<file path="config.mk">
export PLATFORM = sky130hd
export DESIGN_NAME = fdiv_float_flat
export DESIGN_NICKNAME = d
export VERILOG_FILES = /design/src/rtl/fdiv_float_pkg.sv /design/src/rtl/fdiv_float_if.sv /design/src/rtl/fdiv_float_norm_round.sv /design/src/rtl/fdiv_float.sv /design/src/flat_wrapper.sv
export SDC_FILE = /design/constraint.sdc
export NUM_CORES = 1
export LEC_CHECK = 0
export ABC_AREA = 1
export BUFFER_PORTS_ARGS = -buffer_cell sky130_fd_sc_hd__buf_4
export CAP_MARGIN = 25
export CORE_AREA = 2 2 122 136
export DETAILED_ROUTE_END_ITERATION = 7
export DIE_AREA = 0 0 124 138
export PLACE_DENSITY_LB_ADDON = 0.15
export REMOVE_ABC_BUFFERS = 1
export SKIP_CTS_REPAIR_TIMING = 1
export SLEW_MARGIN = 20
export SYNTH_ARGS = -nofsm -noshare
export SYNTH_HDL_FRONTEND = slang
export SYNTH_SLANG_ARGS = --single-unit
</file>
<file path="constraint.sdc">
create_clock -name iCLOCK -period 4.8 [get_ports iCLOCK]
set_clock_uncertainty 0.1 [all_clocks]
set_input_delay 0.96 -clock iCLOCK [delete_from_list [all_inputs] [get_ports iCLOCK]]
set_output_delay 0.96 -clock iCLOCK [all_outputs]
set_load 0.005 [all_outputs]
</file>
<file path="src/rtl/fdiv_float_pkg.sv">
// rtl/fdiv_float_pkg.sv - shared state type, widths and flag indices for the iterative float divider
package fdiv_float_pkg;
   typedef enum logic [1:0] {IDLE, DIV, NORM, OUT} state_t;

   localparam int          BIAS    = 127;
   localparam int          QBITS   = 26;
   localparam int          EXP_W   = 10;
   localparam logic [31:0] POS_INF = 32'h7F80_0000;

   localparam int FLAGS_W        = 5;
   localparam int FLAG_INVALID   = 4;
   localparam int FLAG_DIVBYZERO = 3;
   localparam int FLAG_OVERFLOW  = 2;
   localparam int FLAG_UNDERFLOW = 1;
   localparam int FLAG_INEXACT   = 0;
endpackage

</file>
<file path="src/rtl/fdiv_float_if.sv">
// rtl/fdiv_float_if.sv - operand/result stream bundle; oFLAGS exists only with FDIV_FLOAT_STATUS_EN
interface fdiv_float_if;
   logic        iDATA_REQ;
   logic        oDATA_BUSY;
   logic [31:0] iDATA_A;
   logic [31:0] iDATA_B;
   logic        oDATA_VALID;
   logic        iDATA_BUSY;
   logic [31:0] oDATA;
`ifdef FDIV_FLOAT_STATUS_EN
   logic [4:0]  oFLAGS;

   modport slave  (input  iDATA_REQ, iDATA_A, iDATA_B, iDATA_BUSY,
                   output oDATA_BUSY, oDATA_VALID, oDATA, oFLAGS);
   modport master (output iDATA_REQ, iDATA_A, iDATA_B, iDATA_BUSY,
                   input  oDATA_BUSY, oDATA_VALID, oDATA, oFLAGS);
`else
   modport slave  (input  iDATA_REQ, iDATA_A, iDATA_B, iDATA_BUSY,
                   output oDATA_BUSY, oDATA_VALID, oDATA);
   modport master (output iDATA_REQ, iDATA_A, iDATA_B, iDATA_BUSY,
                   input  oDATA_BUSY, oDATA_VALID, oDATA);
`endif
endinterface

</file>
<file path="src/rtl/fdiv_float_norm_round.sv">
// rtl/fdiv_float_norm_round.sv - normalize, round-to-nearest-even and pack a raw quotient (flags with FDIV_FLOAT_STATUS_EN)
module fdiv_float_norm_round
   import fdiv_float_pkg::*;
(
   input  logic                    sign,
   input  logic [QBITS-1:0]        q,
   input  logic                    sticky,
   input  logic signed [EXP_W-1:0] exp_in,
   output logic [31:0]             result
`ifdef FDIV_FLOAT_STATUS_EN
   ,
   output logic [FLAGS_W-1:0]      flags
`endif
);
   logic [22:0]             frac;
   logic [22:0]             frac_r;
   logic                    guard;
   logic                    stk;
   logic                    carry;
   logic signed [EXP_W-1:0] exp_n;
   logic signed [EXP_W-1:0] exp_r;

   always_comb begin
      // Hidden bit is q[25] or q[24]; only the fraction below it is rounded.
      if (q[QBITS-1]) begin
         frac  = q[24:2];
         guard = q[1];
         stk   = sticky | q[0];
         exp_n = exp_in;
      end else begin
         frac  = q[23:1];
         guard = q[0];
         stk   = sticky;
         exp_n = exp_in - 10'sd1;
      end
      {carry, frac_r} = {1'b0, frac} + {23'd0, guard & (stk | frac[0])};
      exp_r = carry ? exp_n + 10'sd1 : exp_n;

      if (exp_r >= 10'sd255) begin
         result = {sign, POS_INF[30:0]};
      end else if (exp_r <= 10'sd0) begin
         result = {sign, 31'd0};
      end else begin
         result = {sign, exp_r[7:0], frac_r};
      end

`ifdef FDIV_FLOAT_STATUS_EN
      flags = '0;
      if (exp_r >= 10'sd255) begin
         flags[FLAG_OVERFLOW] = 1'b1;
         flags[FLAG_INEXACT]  = 1'b1;
      end else if (exp_r <= 10'sd0) begin
         flags[FLAG_UNDERFLOW] = 1'b1;
         flags[FLAG_INEXACT]   = 1'b1;
      end else begin
         flags[FLAG_INEXACT] = guard | stk;
      end
`endif
   end
endmodule

</file>
<file path="src/rtl/fdiv_float.sv">
// rtl/fdiv_float.sv - iterative radix-2 restoring single-precision divider, one op in flight
// Optional status flags port enabled by FDIV_FLOAT_STATUS_EN.
module fdiv_float
   import fdiv_float_pkg::*;
#(
   parameter logic [31:0] P_QNAN = 32'h7FC0_0000
)
(
   input  logic         iCLOCK,
   input  logic         iRESET,
   input  logic         iRESET_SYNC,
   fdiv_float_if.slave  bus
);
   state_t                  state_q, state_d;
   logic [4:0]              count_q, count_d;
   logic [24:0]             rem_q, rem_d;
   logic [23:0]             mb_q, mb_d;
   logic [QBITS-1:0]        quo_q, quo_d;
   logic signed [EXP_W-1:0] exp_q, exp_d;
   logic                    sign_q, sign_d;
   logic [31:0]             data_q, data_d;
   logic                    valid_q, valid_d;

   logic [7:0]  ea, eb;
   logic        a_zero, b_zero, a_inf, b_inf, a_nan, b_nan, is_special;
   logic [31:0] special_res;
   logic [31:0] norm_res;
   logic [25:0] rem_diff;
   logic [24:0] rem_sel;
   logic        rem_ge;

`ifdef FDIV_FLOAT_STATUS_EN
   logic [FLAGS_W-1:0] flags_q, flags_d, special_flags, norm_flags;
`endif

   assign ea     = bus.iDATA_A[30:23];
   assign eb     = bus.iDATA_B[30:23];
   assign a_zero = (ea == 8'd0);
   assign b_zero = (eb == 8'd0);
   assign a_inf  = (ea == 8'hFF) && (bus.iDATA_A[22:0] == 23'd0);
   assign b_inf  = (eb == 8'hFF) && (bus.iDATA_B[22:0] == 23'd0);
   assign a_nan  = (ea == 8'hFF) && (bus.iDATA_A[22:0] != 23'd0);
   assign b_nan  = (eb == 8'hFF) && (bus.iDATA_B[22:0] != 23'd0);
   assign is_special = a_zero | b_zero | a_inf | b_inf | a_nan | b_nan;

   always_comb begin
      special_res = {bus.iDATA_A[31] ^ bus.iDATA_B[31], 31'd0};
`ifdef FDIV_FLOAT_STATUS_EN
      special_flags = '0;
`endif
      if (a_nan || b_nan) begin
         special_res = P_QNAN;
      end else if ((a_zero && b_zero) || (a_inf && b_inf)) begin
         special_res = P_QNAN;
`ifdef FDIV_FLOAT_STATUS_EN
         special_flags[FLAG_INVALID] = 1'b1;
`endif
      end else if (a_inf || b_zero) begin
         special_res[30:0] = POS_INF[30:0];
`ifdef FDIV_FLOAT_STATUS_EN
         special_flags[FLAG_DIVBYZERO] = !a_inf;
`endif
      end
   end

   fdiv_float_norm_round u_norm_round (
      .sign   (sign_q),
      .q      (quo_q),
      .sticky (rem_q != 25'd0),
      .exp_in (exp_q),
      .result (norm_res)
`ifdef FDIV_FLOAT_STATUS_EN
      ,
      .flags  (norm_flags)
`endif
   );

   // Remainder stays below 2*mb, so 25 bits suffice; rem_diff[25] is the borrow.
   assign rem_diff = {1'b0, rem_q} - {2'b00, mb_q};
   assign rem_ge   = ~rem_diff[25];
   assign rem_sel  = rem_ge ? rem_diff[24:0] : rem_q;

   always_comb begin
      state_d = state_q;
      count_d = count_q;
      rem_d   = rem_q;
      mb_d    = mb_q;
      quo_d   = quo_q;
      exp_d   = exp_q;
      sign_d  = sign_q;
      data_d  = data_q;
      valid_d = valid_q;
`ifdef FDIV_FLOAT_STATUS_EN
      flags_d = flags_q;
`endif
      case (state_q)
         IDLE: if (bus.iDATA_REQ) begin
            sign_d = bus.iDATA_A[31] ^ bus.iDATA_B[31];
            if (is_special) begin
               data_d  = special_res;
               valid_d = 1'b1;
               state_d = OUT;
`ifdef FDIV_FLOAT_STATUS_EN
               flags_d = special_flags;
`endif
            end else begin
               count_d = 5'd0;
               rem_d   = {2'b01, bus.iDATA_A[22:0]};
               mb_d    = {1'b1, bus.iDATA_B[22:0]};
               quo_d   = '0;
               exp_d   = EXP_W'(ea) - EXP_W'(eb) + EXP_W'(BIAS);
               state_d = DIV;
            end
         end
         DIV: begin
            quo_d = {quo_q[QBITS-2:0], rem_ge};
            rem_d = rem_sel << 1;
            if (count_q == 5'(QBITS - 1)) begin
               state_d = NORM;
            end else begin
               count_d = count_q + 5'd1;
            end
         end
         NORM: begin
            data_d  = norm_res;
            valid_d = 1'b1;
            state_d = OUT;
`ifdef FDIV_FLOAT_STATUS_EN
            flags_d = norm_flags;
`endif
         end
         OUT: if (!bus.iDATA_BUSY) begin
            valid_d = 1'b0;
            state_d = IDLE;
         end
         default: state_d = IDLE;
      endcase

      if (iRESET_SYNC) begin
         state_d = IDLE;
         count_d = 5'd0;
         rem_d   = '0;
         mb_d    = '0;
         quo_d   = '0;
         exp_d   = '0;
         sign_d  = 1'b0;
         data_d  = '0;
         valid_d = 1'b0;
`ifdef FDIV_FLOAT_STATUS_EN
         flags_d = '0;
`endif
      end
   end

   always_ff @(posedge iCLOCK or posedge iRESET) begin
      if (iRESET) begin
         state_q <= IDLE;
         count_q <= 5'd0;
         rem_q   <= '0;
         mb_q    <= '0;
         quo_q   <= '0;
         exp_q   <= '0;
         sign_q  <= 1'b0;
         data_q  <= '0;
         valid_q <= 1'b0;
`ifdef FDIV_FLOAT_STATUS_EN
         flags_q <= '0;
`endif
      end else begin
         state_q <= state_d;
         count_q <= count_d;
         rem_q   <= rem_d;
         mb_q    <= mb_d;
         quo_q   <= quo_d;
         exp_q   <= exp_d;
         sign_q  <= sign_d;
         data_q  <= data_d;
         valid_q <= valid_d;
`ifdef FDIV_FLOAT_STATUS_EN
         flags_q <= flags_d;
`endif
      end
   end

   assign bus.oDATA_BUSY  = (state_q != IDLE);
   assign bus.oDATA_VALID = valid_q;
   assign bus.oDATA       = data_q;
`ifdef FDIV_FLOAT_STATUS_EN
   assign bus.oFLAGS      = flags_q;
`endif
endmodule

</file>
<file path="src/flat_wrapper.sv">
// flat-port wrapper written by rule: the top's interface ports become plain ports
module fdiv_float_flat import fdiv_float_pkg::*;
#(
   parameter logic [31:0] P_QNAN = 32'h7FC0_0000
)
  (iCLOCK, iRESET, iRESET_SYNC, bus_iDATA_REQ, bus_iDATA_A, bus_iDATA_B, bus_iDATA_BUSY, bus_oDATA_BUSY, bus_oDATA_VALID, bus_oDATA);
  fdiv_float_if bus_i ();
  input  logic iCLOCK;
  input  logic iRESET;
  input  logic iRESET_SYNC;
  input wire logic [$bits(bus_i.iDATA_REQ)-1:0] bus_iDATA_REQ;
  input wire logic [$bits(bus_i.iDATA_A)-1:0] bus_iDATA_A;
  input wire logic [$bits(bus_i.iDATA_B)-1:0] bus_iDATA_B;
  input wire logic [$bits(bus_i.iDATA_BUSY)-1:0] bus_iDATA_BUSY;
  output wire logic [$bits(bus_i.oDATA_BUSY)-1:0] bus_oDATA_BUSY;
  output wire logic [$bits(bus_i.oDATA_VALID)-1:0] bus_oDATA_VALID;
  output wire logic [$bits(bus_i.oDATA)-1:0] bus_oDATA;
  assign bus_i.iDATA_REQ = bus_iDATA_REQ;
  assign bus_i.iDATA_A = bus_iDATA_A;
  assign bus_i.iDATA_B = bus_iDATA_B;
  assign bus_i.iDATA_BUSY = bus_iDATA_BUSY;
  assign bus_oDATA_BUSY = bus_i.oDATA_BUSY;
  assign bus_oDATA_VALID = bus_i.oDATA_VALID;
  assign bus_oDATA = bus_i.oDATA;
  fdiv_float #(.P_QNAN(P_QNAN)) u_core (.iCLOCK(iCLOCK), .iRESET(iRESET), .iRESET_SYNC(iRESET_SYNC), .bus(bus_i));
endmodule
</file>
# Word level (Yosys, flattened, before mapping)
# Index checks and enable logic that the tools add are counted.
[totals]
wordCells = 122
input_bits = 69
regBits = 126
[classes]
reduce_logical = 30
mux = 51
order_cmp = 2
eq_ne = 13
add_sub_neg = 7
n_bitwise = 10
[op_table]
columns = ["op", "n"]
rows = [
  ["$mux W32", 4],
  ["$mux W31", 4],
  ["$mux W24", 5],
  ["$mux W26", 3],
  ["$mux W25", 3],
  ["$pmux W32 S2", 1],
  ["$mux W10", 6],
  ["$pmux W26 S2", 1],
  ["$pmux W25 S2", 1],
  ["$logic_not A23 Y1", 2],
  ["$reduce_bool A23 Y1", 2],
  ["$sub A25 B24 Y26", 1],
  ["$reduce_bool A25 Y1", 1],
  ["$add A23 B1 Y24", 1],
  ["$mux W23", 1],
  ["$mux W5", 4],
  ["$eq A8 B8 Y1 const B", 2],
  ["$logic_not A8 Y1", 2],
  ["$ne A3 B3 Y1 const B", 4],
  ["$reduce_and A3 Y1", 4],
  ["$add A10 B2 Y10 const B", 1],
  ["$add A10 B7 Y10 const B", 1],
  ["$ge A10 B9 Y1 const B", 1],
  ["$le A10 B1 Y1 const B", 1],
  ["25 further kinds", 57],
]

# Longest topological paths before layout
# Gate-level depths: netlist (run 1).
[depth]
word_depth = 12
mapped_depth = 24

# Modules after synthesis
# A second synthesis (run 1) with hierarchy kept.
[unflattened]
hier_cells = 1673
hier_area_um2 = 10538.9
[by_module_without_submodules]
columns = ["mod", "cells_per_inst", "area_per_inst_um2", "seq_area_each_um2", "n_inst"]
rows = [
  ["fdiv_float", 1272, 8470.6, 3153.0, 1],
  ["fdiv_float_norm_round", 401, 2068.2, 0.0, 1],
]

# Worst setup path after synthesis (run 1)
# Ideal clock, no wire load.
[synth_timing]
path_kind = "input port to flip-flop"
start = "in bus_iDATA_B[28]"
end = "reg u_core.rem_q[10]"
stages = 13
n_path_buf = 2
setup_slack_ps = 1949
arrival_time_ps = 2617
cell_sequence = "nor4_1 inv_1 or2_2 nand2_1 nor3_1 nor3_1 nor2_1 nand2_1 inv_1 buf_2 buf_2 o211ai_1 o21ai_0"
[synth_via]
elab_chain_cells = 8
[synth_lines]
columns = ["element", "line", "rtl"]
rows = [
  ["start, declared", "flat_wrapper.sv:13", "input wire logic [$bits(bus_i.iDATA_B)-1:0] bus_iDATA_B;"],
  ["$logic_not A8 Y1", "fdiv_float.sv:39", "assign b_zero = (eb == 8'd0);"],
  ["$or A1 B1 Y1 (4 in a row)", "fdiv_float.sv:44", "assign is_special = a_zero | b_zero | a_inf | b_inf | a_nan | b_nan;"],
  ["$or A1 B1 Y1 (*)", "fdiv_float.sv:44", ""],
  ["$ne A3 B3 Y1 (no source line) (*)", "n/a", ""],
  ["$reduce_and A3 Y1 (no source line) (*)", "n/a", ""],
  ["end signal, assigned", "fdiv_float.sv:172", "rem_q <= rem_d;"],
  ["end, declared", "fdiv_float.sv:16", "logic [24:0] rem_q, rem_d;"],
]
# Mark *: on every way between the ends. The rest lies on a longest branch, timed or not.
# A chain may end at the register's enable or synchronous reset.

# Final worst setup path (run 1)
[layout_timing]
start = "reg u_core.quo_q[25]"
end = "reg u_core.data_q[20], in the netlist u_core.bus.oDATA[20]"
[layout_via]
elab_chain_cells = 10
[layout_lines]
columns = ["element", "line", "rtl"]
rows = [
  ["start, declared", "fdiv_float.sv:18", "logic [QBITS-1:0] quo_q, quo_d;"],
  ["start signal, assigned", "fdiv_float.sv:174", "quo_q <= quo_d;"],
  ["$mux W1 or $mux W23 (tied branches)", "fdiv_float_norm_round.sv:25", "if (q[QBITS-1]) begin"],
  ["$or A1 B1 Y1", "fdiv_float_norm_round.sv:36", "{carry, frac_r} = {1'b0, frac} + {23'd0, guard & (stk | frac[0])};"],
  ["$and A1 B1 Y1", "fdiv_float_norm_round.sv:36", ""],
  ["$add A23 B1 Y24", "fdiv_float_norm_round.sv:36", ""],
  ["$mux W10", "fdiv_float_norm_round.sv:37", "exp_r = carry ? exp_n + 10'sd1 : exp_n;"],
  ["$le A10 B1 Y1", "fdiv_float_norm_round.sv:41", "end else if (exp_r <= 10'sd0) begin"],
  ["$mux W31", "fdiv_float_norm_round.sv:41", ""],
  ["$mux W31 (*)", "fdiv_float_norm_round.sv:39", "if (exp_r >= 10'sd255) begin"],
  ["$pmux W32 S2 (*)", "fdiv_float.sv:96", "case (state_q)"],
  ["$mux W32 (*)", "fdiv_float.sv:139", "if (iRESET_SYNC) begin"],
  ["end signal, assigned", "fdiv_float.sv:177", "data_q <= data_d;"],
  ["end, declared", "fdiv_float.sv:21", "logic [31:0] data_q, data_d;"],
]
# Marks and branches as above.

==> results of run 1 <==
## worst max-delay path, stage by stage, from the launching register on
cell and delay, ns:
dfrtp_1 0.61, buf_4 0.45, nand2_1 0.09, nand2_1 0.10, nand2_1 0.11, nor2_2 0.28
nand4_2 0.21, nor2_2 0.20, nand3_2 0.13, nand2_1 0.14, nor2_1 0.07, nand3_2 0.06
nand2_2 0.08, nor3_4 0.58, nand2_1 0.10, nand2_1 0.09
## sequential cells by signal, indices dropped and copies added (netlist names)
name / flops
u_core.state_q: 2
u_core.rem_q: 25
u_core.exp_q: 10
u_core.quo_q: 26
u_core.bus.oDATA: 32
u_core.count_q: 5
u_core.sign_q: 1
u_core.mb_q: 24
u_core.bus.oDATA_VALID: 1
## final cells by class
class / count / share of cell area
Clock buffer: 20 / 0.0421
Clock inverter: 12 / 0.0171
Inverter: 214 / 0.0749
Multi-Input combinational cell: 931 / 0.474
Sequential cell: 126 / 0.291
Tap cell: 204 / 0.0236
Timing Repair Buffer: 112 / 0.0776
## power breakdown
part | switching [W] | internal, W
clock network | 0.000497 | 0.000900
registers | 0.000124 | 0.00125
logic | 0.00226 | 0.00111
## through the flow
| stage | total power (W) | setup slack [ns] | util | TNS, ns | instances |
|---|---|---|---|---|---|
| after global placement | 0.00464 | 1.13 | 0.640 | 0 | 1587 |
| after CTS | 0.00611 | 1.31 | 0.680 | 0 | 1619 |
| after floorplan | 0.00379 | -0.0436 | - | -0.0436 | 1271 |
| after global routing | 0.00663 | 0.962 | 0.680 | 0 | 1619 |
| final | 0.00614 | 1.33 | 0.680 | 0 | 1619 |
| after detailed placement | 0.00467 | 0.969 | 0.640 | 0 | 1587 |
## cell families after synthesis
| kind of cell | synth area share |
|---|---|
| buf+inv | 0.111 |
| simple gates | 0.292 |
| fa+ha+maj | 0.0620 |
| flops | 0.338 |
| mux | 0.00107 |
| compound gates | 0.158 |
| xor+xnor | 0.0376 |
## how the worst max path moves through the flow
| stage | startpoint | end | slack, ns |
|---|---|---|---|
| 5_1_grt | u_core.quo_q[25]$_DFFE_PP0P_ | u_core.bus.oDATA[20]$_DFFE_PP0P_ | 0.96 |
| 6_report | u_core.quo_q[25]$_DFFE_PP0P_ | u_core.bus.oDATA[20]$_DFFE_PP0P_ | 1.33 |
| 3_5_place_dp | bus_iDATA_B[24] | u_core.exp_q[8]$_DFFE_PP0P_ | 0.97 |
| 3_3_place_gp | bus_iDATA_B[24] | u_core.exp_q[8]$_DFFE_PP0P_ | 1.13 |
| 4_1_cts | u_core.quo_q[25]$_DFFE_PP0P_ | u_core.bus.oDATA[20]$_DFFE_PP0P_ | 1.31 |
| 2_1_floorplan | bus_iDATA_B[24] | u_core.rem_q[24]$_DFFE_PP0P_ | -0.04 |
## placed cells by master, fill, tap and decap left out, drive strengths merged, types with 20 or more instances in the layout
master,netlist,layout
nor3,22,22
dfrtp,126,126
nor2,101,101
buf,18,112
o21ai,103,103
clkbuf,20,20
o22ai,53,53
nand2,347,347
xor2,29,29
inv,210,211
a21oi,59,59
ha,43,43
nand3,52,52
nand4,42,42
## routing by layer
metal  up-vias  track usage  wire, um
met5         -            0         0
met4         0        0.117       818
met3        59       0.0545      1200
met2       267        0.518     12400
met1      4150        0.349      9580
li1       4500            -         -
==> flow_metrics.env, run 1 <==
export IMPL_maxCapViolations=0
export IMPL_synth_main_ff_cell="dfrtp_1"
export IMPL_numClockSinks=126
export IMPL_core_area_mm2=0.0159
export IMPL_ys_types=54
export IMPL_hold_end="u_core.bus.oDATA[22]$_DFFE_PP0P_"
export IMPL_grt_pass1_wl_um=40400
export IMPL_worst_path_max_fanout=43
export IMPL_grt_max_degree=62
export IMPL_fin_area_mm2=0.0108
export IMPL_yosysMostFrequentCell="nand2_1"
export IMPL_worst_slew_pin_slew_ns=0.971
export IMPL_timing_rr_end="u_core.bus.oDATA[20]$_DFFE_PP0P_"
export IMPL_fillerInstances=1416
export IMPL_irDropWorstVdd_mv=0.369
export IMPL_r2r_cells=15
export IMPL_regArea_mm2=0.00315
export IMPL_whs_path_depth=2
export IMPL_required_ns=5.06
export IMPL_synth_edf_count=0
export IMPL_area_delta_synth_final_pct=16.3
export IMPL_first_iter_violations=498
export IMPL_firstDrtPassIters=5
export IMPL_multi_input_area_mm2=0.00513
export IMPL_antenna_found_initial=0
export IMPL_drive_gt1_frac=0.156
export IMPL_overflow=0
export IMPL_netlist_instances=1309
export IMPL_dp_hpwl_um=18000
export IMPL_grt_pass1_vias=8716
export IMPL_min_period_ns=3.47
export IMPL_die_w_um=124
export IMPL_seq_area_frac_synth=0.338
export IMPL_synth_commonest_cells="319 x nand2_1, 199 x inv_1, 126 x dfrtp_1"
export IMPL_routedWlPerCell_um=14.9
export IMPL_min_from="u_core.bus.oDATA[22]$_DFFE_PP0P_"
export IMPL_nets=1516
export IMPL_syn_mean_instance_area_um2=7.12
export IMPL_synth_top_area_frac=0.338
export IMPL_die_y_um=138
export IMPL_synthesis_area_mm2=0.00932
export IMPL_synth_area_leader_cell="dfrtp_1"
export IMPL_run_status="complete, no violations"
export IMPL_min_path_type="flip-flop to flip-flop"
export IMPL_p_per_area_mw_per_mm2=567
export IMPL_clock_latency_ns=0.43
export IMPL_async_flop_share=1.00
export IMPL_netlist_top_cells_area="dfrtp_1 34%, nand2_1 13%, inv_1 8.0%"
export IMPL_timing_hold_ws_ns=0.379
export IMPL_htreeDepth=4
export IMPL_r2r_start="u_core.quo_q[25]$_DFFE_PP0P_"
export IMPL_max_slew_margin=0.351
export IMPL_wl_um=24100
export IMPL_clk_pin_slew_worst_paths_ns=0.06
export IMPL_ant_nets=0
export IMPL_numCtsBuffers=17
export IMPL_start_util=0.585
export IMPL_fmax_ghz=0.288
export IMPL_vias_per_cell=5.54
export IMPL_drc_errors=0
export IMPL_crit_path_start_kind="flip-flop"
export IMPL_rows=49
export IMPL_drv_slew=0
export IMPL_numPortBuffers=102
export IMPL_placedInstanceArea_mm2=0.0102
export IMPL_dieArea_mm2=0.0171
export IMPL_ys_warn_count=0
export IMPL_io_pins=103
export IMPL_vias=8976
export IMPL_hold_viol=0
export IMPL_rsz0062_at_grt="false"
export IMPL_clockRootBuffer="clkbuf_16"
export IMPL_cp_arrival_ns=3.73
export IMPL_leakagePower_nw=5.48
export IMPL_diodes=0
export IMPL_worstSetupEndpointType="flip-flop"
export IMPL_ys_ff_latch=126
export IMPL_critPathKind="flip-flop to flip-flop"
export IMPL_globalplace_congestion=0.947
export IMPL_grt_use_total=0.294
export IMPL_timing_reg2reg_setup_slack_ns=1.33
export IMPL_cts_max_path_buffers=2
export IMPL_cts_tree="built"
export IMPL_period_share=0.723
export IMPL_setup_violations=0
Power figures use the tool's default switching activity.
==> inputs of run 2 (changes only) <==
--- a/config.mk
+++ b/config.mk
@@ -5,12 +5,12 @@
 export SDC_FILE = /design/constraint.sdc
 export NUM_CORES = 1
 export LEC_CHECK = 0
-export ABC_AREA = 1
+export ABC_AREA = 0
 export BUFFER_PORTS_ARGS = -buffer_cell sky130_fd_sc_hd__buf_4
 export CAP_MARGIN = 25
-export CORE_AREA = 2 2 122 136
+export CORE_AREA = 2 2 129 144
 export DETAILED_ROUTE_END_ITERATION = 7
-export DIE_AREA = 0 0 124 138
+export DIE_AREA = 0 0 131 146
 export PLACE_DENSITY_LB_ADDON = 0.15
 export REMOVE_ABC_BUFFERS = 1
 export SKIP_CTS_REPAIR_TIMING = 1
==> constraint.sdc (replaced) <==
create_clock -name iCLOCK -period 2.8 [get_ports iCLOCK]
set_clock_uncertainty 0.1 [all_clocks]
set_input_delay 0.56 -clock iCLOCK [delete_from_list [all_inputs] [get_ports iCLOCK]]
set_output_delay 0.56 -clock iCLOCK [all_outputs]
set_load 0.005 [all_outputs]
==> flow_metrics.env, run 2 <==
export IMPL_run_status="finished with violations"
export IMPL_failed_checks="setup timing"
export IMPL_comb_power_share=0.640
export IMPL_netlist_top_cells_area="dfrtp_1 34%, ha_1 5.7%, nand2_1 5.7%"
export IMPL_grt_pass1_wl_um=43900
export IMPL_drv_slew=0
export IMPL_routedWlPerCell_um=16.9
export IMPL_firstDrtPassIters=7
export IMPL_regArea_mm2=0.00316
export IMPL_worst_slew_pin_slew_ns=0.671
export IMPL_crit_path_start_kind="flip-flop"
export IMPL_async_flop_share=1.00
export IMPL_synth_commonest_cells="143 x nand2_1, 126 x dfrtp_1, 102 x o21ai_0"
export IMPL_fin_area_mm2=0.0131
export IMPL_dp_hpwl_um=20400
export IMPL_r2r_cells=12
export IMPL_slowest_delay_ns=0.40
export IMPL_critPathKind="flip-flop to flip-flop"
export IMPL_p_seq_frac=0.191
export IMPL_synth_area_leader_cell="dfrtp_1"
export IMPL_netlist_instances=1104
export IMPL_maxCapViolations=0
export IMPL_layout_common_cells="339 x buf_4, 142 x nand2_1, 124 x dfrtp_1"
export IMPL_period_share=1.18
export IMPL_rsz0062_at_grt="true"
export IMPL_htreeDepth=4
export IMPL_fillerInstances=1348
export IMPL_ys_types=78
export IMPL_numPortBuffers=102
export IMPL_numClockSinks=126
export IMPL_worstSetupEndpointType="flip-flop"
export IMPL_clock_latency_ns=0.43
export IMPL_cp_num_buf_inv=3
export IMPL_internal_power_w=0.00745
export IMPL_multi_input_area_mm2=0.00602
export IMPL_core_area_mm2=0.0175
export IMPL_leakagePower_nw=5.96
export IMPL_cp_arrival_ns=3.51
export IMPL_synthesis_area_mm2=0.00937
export IMPL_worst_path_max_fanout=6
export IMPL_globalplace_congestion=0.914
export IMPL_syn_mean_instance_area_um2=8.48
export IMPL_yosysMostFrequentCell="nand2_1"
export IMPL_cts_max_path_buffers=2
export IMPL_p_per_area_mw_per_mm2=968
export IMPL_grt_pass1_vias=9268
export IMPL_placedInstanceArea_mm2=0.0121
export IMPL_ys_ff_latch=126
export IMPL_seq_area_frac_synth=0.337
export IMPL_numCtsBuffers=17
export IMPL_fmax_ghz=0.304
export IMPL_clk_pin_slew_worst_paths_ns=0.06
export IMPL_irDropWorstVdd_mv=0.620
export IMPL_path_cells="inv_1 -> ha_4 -> nor4b_4 -> xor2_1 -> o211ai_1 -> buf_4 -> nor3_2 -> mux2i_1 -> xnor2_2 -> o2111ai_4 -> clkbuf_16 -> o21ai_2"
export IMPL_grt_use_total=0.286
export IMPL_diodes=0
export IMPL_area_delta_synth_final_pct=40.0
export IMPL_setup_tns_ns=-11.61
export IMPL_wl_um=28300
export IMPL_setup_violations=35
export IMPL_die_y_um=146
export IMPL_drive_gt1_frac=0.342
export IMPL_post_route_util=0.747
export IMPL_ys_warn_count=0
export IMPL_synth_main_ff_cell="dfrtp_1"
export IMPL_first_iter_violations=700
export IMPL_cts_tree="built"
export IMPL_antenna_found_initial=0
export IMPL_nets=1533
export IMPL_crit_family="compound AO/OA/AOI/OAI gates"
export IMPL_finalPower_w=0.0127
export IMPL_dieArea_mm2=0.0191
export IMPL_ant_nets=0
export IMPL_slowest_stage="o2111ai_4"
export IMPL_p_switching_w=0.00524
export IMPL_clockRootBuffer="clkbuf_16"
export IMPL_synth_edf_count=0
export IMPL_final_common_cell="buf_4"
export IMPL_swShare=0.413
export IMPL_synth_top_area_frac=0.337
export IMPL_timing_reg2reg_setup_slack_ns=-0.49
export IMPL_clkPwrFrac=0.170
export IMPL_vias_per_cell=5.75
export IMPL_max_slew_margin=0.553
export IMPL_largest_reg_flops=32
export IMPL_drc_errors=0
export IMPL_required_ns=3.01
export IMPL_rows=51
export IMPL_min_path_type="input port to async pin"
export IMPL_dp_slack_ns=-0.341
export IMPL_path_depth=12
export IMPL_grt_max_degree=127
export IMPL_hold_viol=0
export IMPL_io_pins=103
export IMPL_start_util=0.534
export IMPL_overflow=0
export IMPL_fin_ws_ns=-0.494
export IMPL_min_period_ns=3.29
export IMPL_vias=9601
export IMPL_die_w_um=131
## run 2: metal layers
layer | vias up | track usage | routed length [um]
met3 | 74 | 0.0401 | 1360
met4 | 0 | 0.111 | 986
met2 | 313 | 0.506 | 14500
li1 | 4624 | - | -
met5 | - | 0 | 0
met1 | 4590 | 0.346 | 11400
## run 2: path summary, 6_finish.rpt
kind,start,endpoint
worst max-delay path,u_core.exp_q[1]$_DFFE_PP0P_,u_core.bus.oDATA[8]$_DFFE_PP0P_
worst min-delay path,iRESET,u_core.mb_q[20]$_DFFE_PP0P_
worst max register to register,u_core.exp_q[1]$_DFFE_PP0P_,u_core.bus.oDATA[8]$_DFFE_PP0P_
worst min register to register,u_core.bus.oDATA[10]$_DFFE_PP0P_,u_core.bus.oDATA[10]$_DFFE_PP0P_
max in group asynchronous,iRESET,u_core.rem_q[1]$_DFFE_PP0P_
min in group iCLOCK,bus_iDATA_B[14],u_core.mb_q[14]$_DFFE_PP0P_
## run 2: cells by family after synthesis
| family | after synthesis | synth area share |
|---|---|---|
| xor+xnor | 56 | 0.0540 |
| simple gates | 377 | 0.202 |
| flops | 126 | 0.337 |
| buf+inv | 121 | 0.0538 |
| compound gates | 334 | 0.243 |
| fa+ha+maj | 45 | 0.0617 |
| mux | 45 | 0.0490 |
## run 2: worst register-to-register path: cells and delay by family (launching register included)
family / cells / cell delay (ns)
xor gates and xnor gates: 2 / 0.38
and+or+nand+nor: 2 / 0.47
adders and majority gates: 1 / 0.18
buffers and inverters: 3 / 0.60
AOI/OAI and AO/OA: 3 / 0.72
muxes: 1 / 0.34
DFF: 1 / 0.39
## run 2: power by group through the flow
stage	Clock [W]	Sequential, W	Combinational [W]
floorplan	0	0.00241	0.00409
global placement	0	0.00242	0.00706
detailed placement	0	0.00243	0.00720
CTS	0.00217	0.00240	0.00730
global route	0.00226	0.00245	0.00876
finish	0.00215	0.00242	0.00812
## run 2: per-stage QoR
stage                     std cells  hold WS (ns)
after floorplan                1043         0.370
after global placement         1621         0.363
after detailed placement       1621         0.368
after CTS                      1652         0.253
after global routing           1669         0.261
final                          1669         0.225
## run 2: layout make-up
| cell class | instances | share of cell area |
|---|---|---|
| clock buffers | 22 | 0.0369 |
| repair buffers | 357 | 0.216 |
| clock inverters | 9 | 0.00668 |
| inverters | 60 | 0.0174 |
| flip-flops and latches | 126 | 0.241 |
| well taps | 238 | 0.0227 |
| multi-input cells | 857 | 0.460 |
